File: src/rtl/cbud_share_ctrl_pkg.sv
`default_nettype none
// ============================================================================
//  Module : cbud_share_ctrl_pkg
//  Brief  : Shared types and helpers for the shared cascaded up/down counter
//           controller: FSM state encoding and round-robin index wrapping.
//  Rev    : 1.0  initial release
// ============================================================================
package cbud_share_ctrl_pkg;

  localparam int STATE_W = 3;

  typedef enum logic [STATE_W-1:0] {
    ST_IDLE  = 3'd0,
    ST_GRANT = 3'd1,
    ST_LOAD  = 3'd2,
    ST_RUN   = 3'd3,
    ST_TERM  = 3'd4,
    ST_ABORT = 3'd5
  } state_t;

  // Wraps an index that may exceed the requester count by less than n.
  function automatic int rr_wrap(input int a, input int n);
    return (a >= n) ? (a - n) : a;
  endfunction

endpackage
`default_nettype wire

File: src/rtl/cbud_share_ctrl_if.sv
`default_nettype none
// ============================================================================
//  Module : cbud_share_ctrl_if
//  Brief  : Requester command/grant bus plus counter-chain control bus.
//  Ports  : req/cmd_val/cmd_dn/cmd_per  requester commands
//           gnt/done/busy               status back to requesters
//           cnt_clr/cnt_ld/cnt_en/cnt_dnup/cnt_d  chain control
//           cnt_cao                     chain terminal carry
//  Rev    : 1.0  initial release
// ============================================================================
interface cbud_share_ctrl_if #(
  parameter int WIDTH = 16,
  parameter int NREQ  = 2
);
  logic [NREQ-1:0]       req;
  logic [NREQ*WIDTH-1:0] cmd_val;
  logic [NREQ-1:0]       cmd_dn;
  logic [NREQ-1:0]       cmd_per;
  logic [NREQ-1:0]       gnt;
  logic [NREQ-1:0]       done;
  logic                  busy;
  logic                  cnt_clr;
  logic                  cnt_ld;
  logic                  cnt_en;
  logic                  cnt_dnup;
  logic [WIDTH-1:0]      cnt_d;
  logic                  cnt_cao;

  // Requester and chain side.
  modport master (
    output req, cmd_val, cmd_dn, cmd_per, cnt_cao,
    input  gnt, done, busy, cnt_clr, cnt_ld, cnt_en, cnt_dnup, cnt_d
  );

  // Controller side.
  modport slave (
    input  req, cmd_val, cmd_dn, cmd_per, cnt_cao,
    output gnt, done, busy, cnt_clr, cnt_ld, cnt_en, cnt_dnup, cnt_d
  );
endinterface
`default_nettype wire

File: src/rtl/cbud_share_ctrl_rr_arb.sv
`default_nettype none
// ============================================================================
//  Module : cbud_rr_arb
//  Brief  : Combinational NREQ-way round-robin pick. The winner is the first
//           set request at or after ptr, wrapping. The pointer register is
//           owned by the parent.
//  Ports  : req  request vector
//           ptr  highest-priority index
//           any  at least one request set
//           idx  winning index (0 when any = 0)
//  Rev    : 1.0  initial release
// ============================================================================
module cbud_rr_arb
  import cbud_share_ctrl_pkg::*;
#(
  parameter int NREQ = 2,
  parameter int PW   = 1
) (
  input  logic [NREQ-1:0] req,
  input  logic [PW-1:0]   ptr,
  output logic            any,
  output logic [PW-1:0]   idx
);

  always_comb begin
    int j;
    any = 1'b0;
    idx = '0;
    j   = 0;
    for (int k = 0; k < NREQ; k++) begin
      j = rr_wrap(int'(ptr) + k, NREQ);
      if (!any && req[j]) begin
        any = 1'b1;
        idx = PW'(j);
      end
    end
  end

endmodule
`default_nettype wire

File: src/rtl/cbud_share_ctrl.sv
`default_nettype none
// ============================================================================
//  Module : cbud_share_ctrl
//  Brief  : Shares one WIDTH-bit cascaded up/down counter chain among NREQ
//           requesters. Round-robin arbitration, command latching, and
//           load / run / terminal-count sequencing with periodic auto-reload.
//  Ports  : clk  clock, all state on rising edge
//           cs   synchronous active-high reset; also forces cnt_clr
//           bus  controller side of cbud_share_ctrl_if
//  Rev    : 1.0  initial release
// ============================================================================
module cbud_share_ctrl
  import cbud_share_ctrl_pkg::*;
#(
  parameter int WIDTH = 16,
  parameter int NREQ  = 2
) (
  input  logic                clk,
  input  logic                cs,
  cbud_share_ctrl_if.slave    bus
);

  localparam int PW = (NREQ > 1) ? $clog2(NREQ) : 1;

  state_t            state;
  state_t            state_nx;
  logic [PW-1:0]     ptr;
  logic [PW-1:0]     owner;
  logic [PW-1:0]     ptr_after;
  logic [PW-1:0]     win_idx;
  logic              win_any;
  logic [WIDTH-1:0]  val_q;
  logic              dn_q;
  logic              per_q;
  logic [NREQ-1:0]   owner_oh;
  logic              owner_req;
  logic              others_req;
  logic [WIDTH-1:0]  sel_val;
  logic              sel_dn;
  logic              sel_per;

  cbud_rr_arb #(
    .NREQ (NREQ),
    .PW   (PW)
  ) u_arb (
    .req  (bus.req),
    .ptr  (ptr),
    .any  (win_any),
    .idx  (win_idx)
  );

  // Owner decode and command select for the current owner.
  always_comb begin
    owner_oh = '0;
    sel_val  = '0;
    sel_dn   = 1'b0;
    sel_per  = 1'b0;
    for (int i = 0; i < NREQ; i++) begin
      if (owner == PW'(i)) begin
        owner_oh[i] = 1'b1;
        sel_val     = bus.cmd_val[i*WIDTH +: WIDTH];
        sel_dn      = bus.cmd_dn[i];
        sel_per     = bus.cmd_per[i];
      end
    end
    owner_req  = |(bus.req & owner_oh);
    others_req = |(bus.req & ~owner_oh);
    ptr_after  = PW'(rr_wrap(int'(owner) + 1, NREQ));
  end

  always_comb begin
    state_nx = state;
    case (state)
      ST_IDLE:  if (win_any) state_nx = ST_GRANT;
      ST_GRANT: state_nx = owner_req ? ST_LOAD : ST_IDLE;
      ST_LOAD:  state_nx = owner_req ? ST_RUN : ST_ABORT;
      // Release beats a same-cycle terminal carry.
      ST_RUN: begin
        if (!owner_req)       state_nx = ST_ABORT;
        else if (bus.cnt_cao) state_nx = ST_TERM;
      end
      // Periodic reload only while nobody else is waiting.
      ST_TERM:  state_nx = (per_q && owner_req && !others_req) ? ST_LOAD : ST_IDLE;
      ST_ABORT: state_nx = ST_IDLE;
      default:  state_nx = ST_IDLE;
    endcase
  end

  always_ff @(posedge clk) begin
    if (cs) begin
      state <= ST_IDLE;
      ptr   <= '0;
      owner <= '0;
      val_q <= '0;
      dn_q  <= 1'b0;
      per_q <= 1'b0;
    end else begin
      state <= state_nx;
      if (state == ST_IDLE && win_any) begin
        owner <= win_idx;
      end
      // Command is captured once per grant; reloads reuse it.
      if (state == ST_GRANT) begin
        val_q <= sel_val;
        dn_q  <= sel_dn;
        per_q <= sel_per;
      end
      if ((state == ST_TERM && state_nx == ST_IDLE) || state == ST_ABORT) begin
        ptr <= ptr_after;
      end
    end
  end

  // Moore outputs; cs overrides so the chain clears on the reset edge.
  always_comb begin
    bus.gnt      = '0;
    bus.done     = '0;
    bus.busy     = 1'b0;
    bus.cnt_clr  = 1'b0;
    bus.cnt_ld   = 1'b0;
    bus.cnt_en   = 1'b0;
    bus.cnt_dnup = 1'b0;
    bus.cnt_d    = '0;
    if (cs) begin
      bus.cnt_clr = 1'b1;
    end else begin
      bus.gnt      = (state != ST_IDLE) ? owner_oh : '0;
      bus.done     = (state == ST_TERM) ? owner_oh : '0;
      bus.busy     = (state != ST_IDLE);
      bus.cnt_clr  = (state == ST_ABORT);
      bus.cnt_ld   = (state == ST_LOAD);
      bus.cnt_en   = (state == ST_RUN);
      bus.cnt_dnup = dn_q;
      bus.cnt_d    = val_q;
    end
  end

endmodule
`default_nettype wire
File: src/flat_wrapper.sv
// flat-port wrapper written by rule: the top's interface ports become plain ports
module cbud_share_ctrl_flat import cbud_share_ctrl_pkg::*;
#(
  parameter int WIDTH = 16,
  parameter int NREQ  = 2
)
  (clk, cs, bus_req, bus_cmd_val, bus_cmd_dn, bus_cmd_per, bus_cnt_cao, bus_gnt, bus_done, bus_busy, bus_cnt_clr, bus_cnt_ld, bus_cnt_en, bus_cnt_dnup, bus_cnt_d);
  cbud_share_ctrl_if #(.WIDTH(WIDTH), .NREQ(NREQ)) bus_i ();
  input  logic clk;
  input  logic cs;
  input wire logic [$bits(bus_i.req)-1:0] bus_req;
  input wire logic [$bits(bus_i.cmd_val)-1:0] bus_cmd_val;
  input wire logic [$bits(bus_i.cmd_dn)-1:0] bus_cmd_dn;
  input wire logic [$bits(bus_i.cmd_per)-1:0] bus_cmd_per;
  input wire logic [$bits(bus_i.cnt_cao)-1:0] bus_cnt_cao;
  output wire logic [$bits(bus_i.gnt)-1:0] bus_gnt;
  output wire logic [$bits(bus_i.done)-1:0] bus_done;
  output wire logic [$bits(bus_i.busy)-1:0] bus_busy;
  output wire logic [$bits(bus_i.cnt_clr)-1:0] bus_cnt_clr;
  output wire logic [$bits(bus_i.cnt_ld)-1:0] bus_cnt_ld;
  output wire logic [$bits(bus_i.cnt_en)-1:0] bus_cnt_en;
  output wire logic [$bits(bus_i.cnt_dnup)-1:0] bus_cnt_dnup;
  output wire logic [$bits(bus_i.cnt_d)-1:0] bus_cnt_d;
  assign bus_i.req = bus_req;
  assign bus_i.cmd_val = bus_cmd_val;
  assign bus_i.cmd_dn = bus_cmd_dn;
  assign bus_i.cmd_per = bus_cmd_per;
  assign bus_i.cnt_cao = bus_cnt_cao;
  assign bus_gnt = bus_i.gnt;
  assign bus_done = bus_i.done;
  assign bus_busy = bus_i.busy;
  assign bus_cnt_clr = bus_i.cnt_clr;
  assign bus_cnt_ld = bus_i.cnt_ld;
  assign bus_cnt_en = bus_i.cnt_en;
  assign bus_cnt_dnup = bus_i.cnt_dnup;
  assign bus_cnt_d = bus_i.cnt_d;
  cbud_share_ctrl #(.WIDTH(WIDTH), .NREQ(NREQ)) u_core (.clk(clk), .cs(cs), .bus(bus_i));
endmodule
File: config.mk
export PLATFORM = sky130hd
export DESIGN_NAME = cbud_share_ctrl_flat
export DESIGN_NICKNAME = d
export VERILOG_FILES = /design/src/rtl/cbud_share_ctrl_pkg.sv /design/src/rtl/cbud_share_ctrl_if.sv /design/src/rtl/cbud_share_ctrl_rr_arb.sv /design/src/rtl/cbud_share_ctrl.sv /design/src/flat_wrapper.sv
export SDC_FILE = /design/constraint.sdc
export NUM_CORES = 1
export LEC_CHECK = 0
export BUFFER_PORTS_ARGS = -buffer_cell sky130_fd_sc_hd__buf_2
export CORE_ASPECT_RATIO = 1.75
export CORE_MARGIN = 2
export CORE_UTILIZATION = 41
export CTS_CLUSTER_SIZE = 20
export DETAILED_ROUTE_END_ITERATION = 16
export PLACE_DENSITY = 0.86
export REMOVE_ABC_BUFFERS = 1
export SLEW_MARGIN = 20
export SYNTH_ARGS = -nofsm -noshare
export SYNTH_HDL_FRONTEND = slang
export SYNTH_SLANG_ARGS = --single-unit
File: constraint.sdc
create_clock -name clk -period 1.1 [get_ports clk]
set_input_delay 0.055 -clock clk [delete_from_list [all_inputs] [get_ports clk]]
set_output_delay 0.055 -clock clk [all_outputs]
set_load 0.02 [all_outputs]
==> results_dict.tcl <==
set metrics [dict create \
    synth-edff-count 0 \
    wirelength_mm 4.61 \
    worst_skew_pair_latency_ns 0.26 \
    endpoint_kind_of_the_worst_setup_timing_path "primary output" \
    mean_area_per_synthesized_cell_sq_um 9.38 \
    dr.pass1.iters 4 \
    antenna_found_initial 0 \
    setup_viol_count_final 29 \
    power.static_leakage_nw 0.920 \
    drt-vias-per-instance 5.33 \
    report.final.slew_viol_count 0 \
    first_global_vias 1442 \
    share_of_final_layout_standard_cells_stronger_than_drive_strength_1_pct 61.2 \
    cp_data_required_time_ns 1.04 \
    dp_hpwl_mm 2.46 \
    worst-slew-pin-transition_ns 0.361 \
    floorplan.die.width_um 47.1 \
    cellPowerDensity_nw_per_um2 1160 \
    ys_seq_area_share_pct 34.6 \
    worst_setup_path_startpoint "u_core.state[1]$_SDFF_PP0_" \
    rr_startpoint "u_core.state[1]$_SDFF_PP0_" \
    yosys_most_used_dff "sky130_fd_sc_hd__dfxtp_1" \
    slowest_delay_ns 0.37 \
    final_design_area_no_fill_sq_um 2200 \
    finalNetCount 269 \
    most_common_cell_after_layout_fill_and_taps_aside "sky130_fd_sc_hd__buf_2" \
    synthArstFlopShare_pct 0 \
    gp_congestion 0.901 \
    cts_htree_levels 1 \
    drt_drc_violations_left 0 \
    wl_per_cell_um 17.1 \
    status "finished with violations" \
    multiInputGateArea_sq_um 926 \
    setup_crit_start_kind "flop" \
    vdd_ir_drop_max_v 0.000975 \
    placementRows 27 \
    cts_tree "done" \
    cts.sinks 23 \
    pin_count_of_the_biggest_net_entering_global_routing 19 \
    dr.max_layer_used "met4" \
    cts-root-to-sink-buffers 2 \
    num_vias 1439 \
    synth_top_cell_by_area "sky130_fd_sc_hd__dfxtp_1" \
    synthesis.instances 142 \
    placement.cell_area_sq_um 1770 \
    slew-limit-headroom_pct 75.6 \
    worst_r2r_path_depth 5 \
    wl_met1_mm 1.71 \
    pin_count 66 \
    met2_wirelength_mm 2.59 \
    post-route-period-util_pct 121 \
    final_ant_viol_nets 0 \
    crit_end "bus_gnt[1]" \
    finalWorstSetupSlack_ns -0.226 \
    hold_viol 0 \
    violations "negative setup slack" \
    remaining_global_route_overflow 0 \
    post_synth_num_cell_types 29 \
    core_sq_um 3110 \
    post-synth-top-area-fraction_pct 34.6 \
    syn_to_final_growth_pct 65.4 \
    commonest_non_fill_non_tap_cells_in_the_layout "sky130_fd_sc_hd__buf_2, sky130_fd_sc_hd__mux2i_1, sky130_fd_sc_hd__dfxtp_1" \
    wire_length_of_the_first_global_routing_pass_mm 6.41 \
    critical_path.reg2reg.endpoint "u_core.ptr$_SDFFE_PP0P_" \
    synth_top_cells_by_area "sky130_fd_sc_hd__dfxtp_1, sky130_fd_sc_hd__mux2i_1, sky130_fd_sc_hd__a211oi_2" \
    cp_max_fo 5 \
    timing_worst_setup_path_type "reg -> out" \
    met3_length_um 192 \
    post_synth_instance_area_sq_um 1330 \
    final_core_utilization_pct 70.9 \
    clock-root-buffer "sky130_fd_sc_hd__clkbuf_8" \
    worst_hold_path_type "in -> reg" \
    drt_iter0_drc 23 \
    die_area_sq_um 3740 \
    clkTransAtPathRegs_ns 0.08 \
    grt_usage_pct 23.6 \
    crit_arrival_ns 1.27 \
    area.sequential_sq_um 473 \
    count_of_buffers_from_port_buffering 65 \
    worst_clock_skew_ns 0.00151 \
    cts_made_buffers 3 \
    critical_path.slowest_cell "sky130_fd_sc_hd__dfxtp_4" \
    cts.hold.buffers_added 0 \
    starting_density_of_the_core_pct 42.8 \
    antenna_cells_inserted 0 \
    synth_seq_cells 23 \
    layout.filler_cells 234 \
    synthesis.yosys.warnings 0 \
    critical_path.cell_chain "nor3_2, buf_4, nor2_2, and2_4, buf_6" \
    maxCapViolations 0 \
    max_clock_freq_mhz 754 \
    min_period_ns 1.33 \
    chipHeight_um 79.4 \
    r2r_slack_ns -0.21 \
    unrepaired_setup_endpoints_after_global_routing "true" \
]
## repair_timing
item                       in CTS  in global routing
buffers inserted               10                  2
pin swaps                      13                 15
setup endpoints to repair      29                 31
resized for setup              34                 33
gates cloned                    4                  0
## Yosys cell counts (2+ instances only)
cell                       count
sky130_fd_sc_hd__nor3_1        5
sky130_fd_sc_hd__a211oi_2     12
sky130_fd_sc_hd__o21ai_0       2
sky130_fd_sc_hd__buf_4         3
sky130_fd_sc_hd__nand2b_1      3
sky130_fd_sc_hd__o211ai_1      2
sky130_fd_sc_hd__nor4b_1       3
sky130_fd_sc_hd__buf_2         2
sky130_fd_sc_hd__nor2b_1      17
sky130_fd_sc_hd__nor2_1       19
sky130_fd_sc_hd__nand3_1       2
sky130_fd_sc_hd__buf_1         2
sky130_fd_sc_hd__dfxtp_1      23
sky130_fd_sc_hd__a21oi_1       3
sky130_fd_sc_hd__buf_6         2
sky130_fd_sc_hd__a211oi_1      7
sky130_fd_sc_hd__mux2i_1      20
sky130_fd_sc_hd__clkbuf_1      3
sky130_fd_sc_hd__nand2_1       2
## cell type report
| cell class | instances | area share [%] |
|---|---|---|
| clock buffers | 4 | 2.05 |
| inverters | 1 | 0.170 |
| multi-input cells | 106 | 42.0 |
| flip-flops and latches | 23 | 21.5 |
| well taps | 43 | 2.44 |
| repair buffers | 93 | 31.8 |
## worst min-delay path by stage
stage | from | to | slack, ns | cells past startpoint
floorplan | cs | u_core.val_q[0]$_SDFFE_PP0N_ | 0.12 | 1
global placement | bus_req[1] | u_core.owner$_SDFFE_PP0P_ | 0.36 | 3
detailed placement | bus_req[1] | u_core.owner$_SDFFE_PP0P_ | 0.35 | 3
CTS | bus_req[1] | u_core.owner$_SDFFE_PP0P_ | 0.06 | 3
global route | bus_req[1] | u_core.owner$_SDFFE_PP0P_ | 0.11 | 3
finish | bus_req[1] | u_core.owner$_SDFFE_PP0P_ | 0.10 | 3
## registers in the layout, summed over array words and instances (netlist names)
name / count
u_core.ptr: 1
u_core.val_q: 16
u_core.state: 3
u_core.dn_q: 1
u_core.owner: 1
u_core.per_q: 1
## report_power, final
group,total (W),leakage (nW),switching [W],internal (W)
registers,0.000989,0.192,0.0000666,0.000923
clock network,0.000518,0.0228,0.000259,0.000258
logic,0.00105,0.705,0.000512,0.000537
## cell families after synthesis
| kind of cell | synth area share (%) |
|---|---|
| compound gates | 20.1 |
| buf+inv | 5.83 |
| mux | 15.0 |
| simple gates | 24.4 |
| flops | 34.6 |
## metrics by stage
stage	cells	setup TNS [ns]	total power [W]	hold slack, ns	setup WS, ns
3_3_place_gp	252	-0.682	0.00169	0.356	-0.0555
6_report	270	-3.75	0.00256	0.104	-0.226
3_5_place_dp	252	-1.26	0.00171	0.354	-0.0789
4_1_cts	270	-3.90	0.00245	0.0640	-0.215
5_1_grt	270	-4.99	0.00269	0.113	-0.309
2_1_floorplan	130	-17.65	0.00141	0.120	-0.754
## metal layers
metal / vias to the layer above / global-route usage (%)
li1: 683 / -
met1: 687 / 25.1
met2: 58 / 42.5
met3: 11 / 3.17
met4: 0 / 10.8
met5: - / 0
## critical path: cells and delay by family (launching register included)
family	cells	cell delay, ns
AND/OR/NAND/NOR	3	0.36
flip-flops	1	0.37
buffers and inverters	2	0.28
No activity file was read; power rests on OpenSTA's default activity.
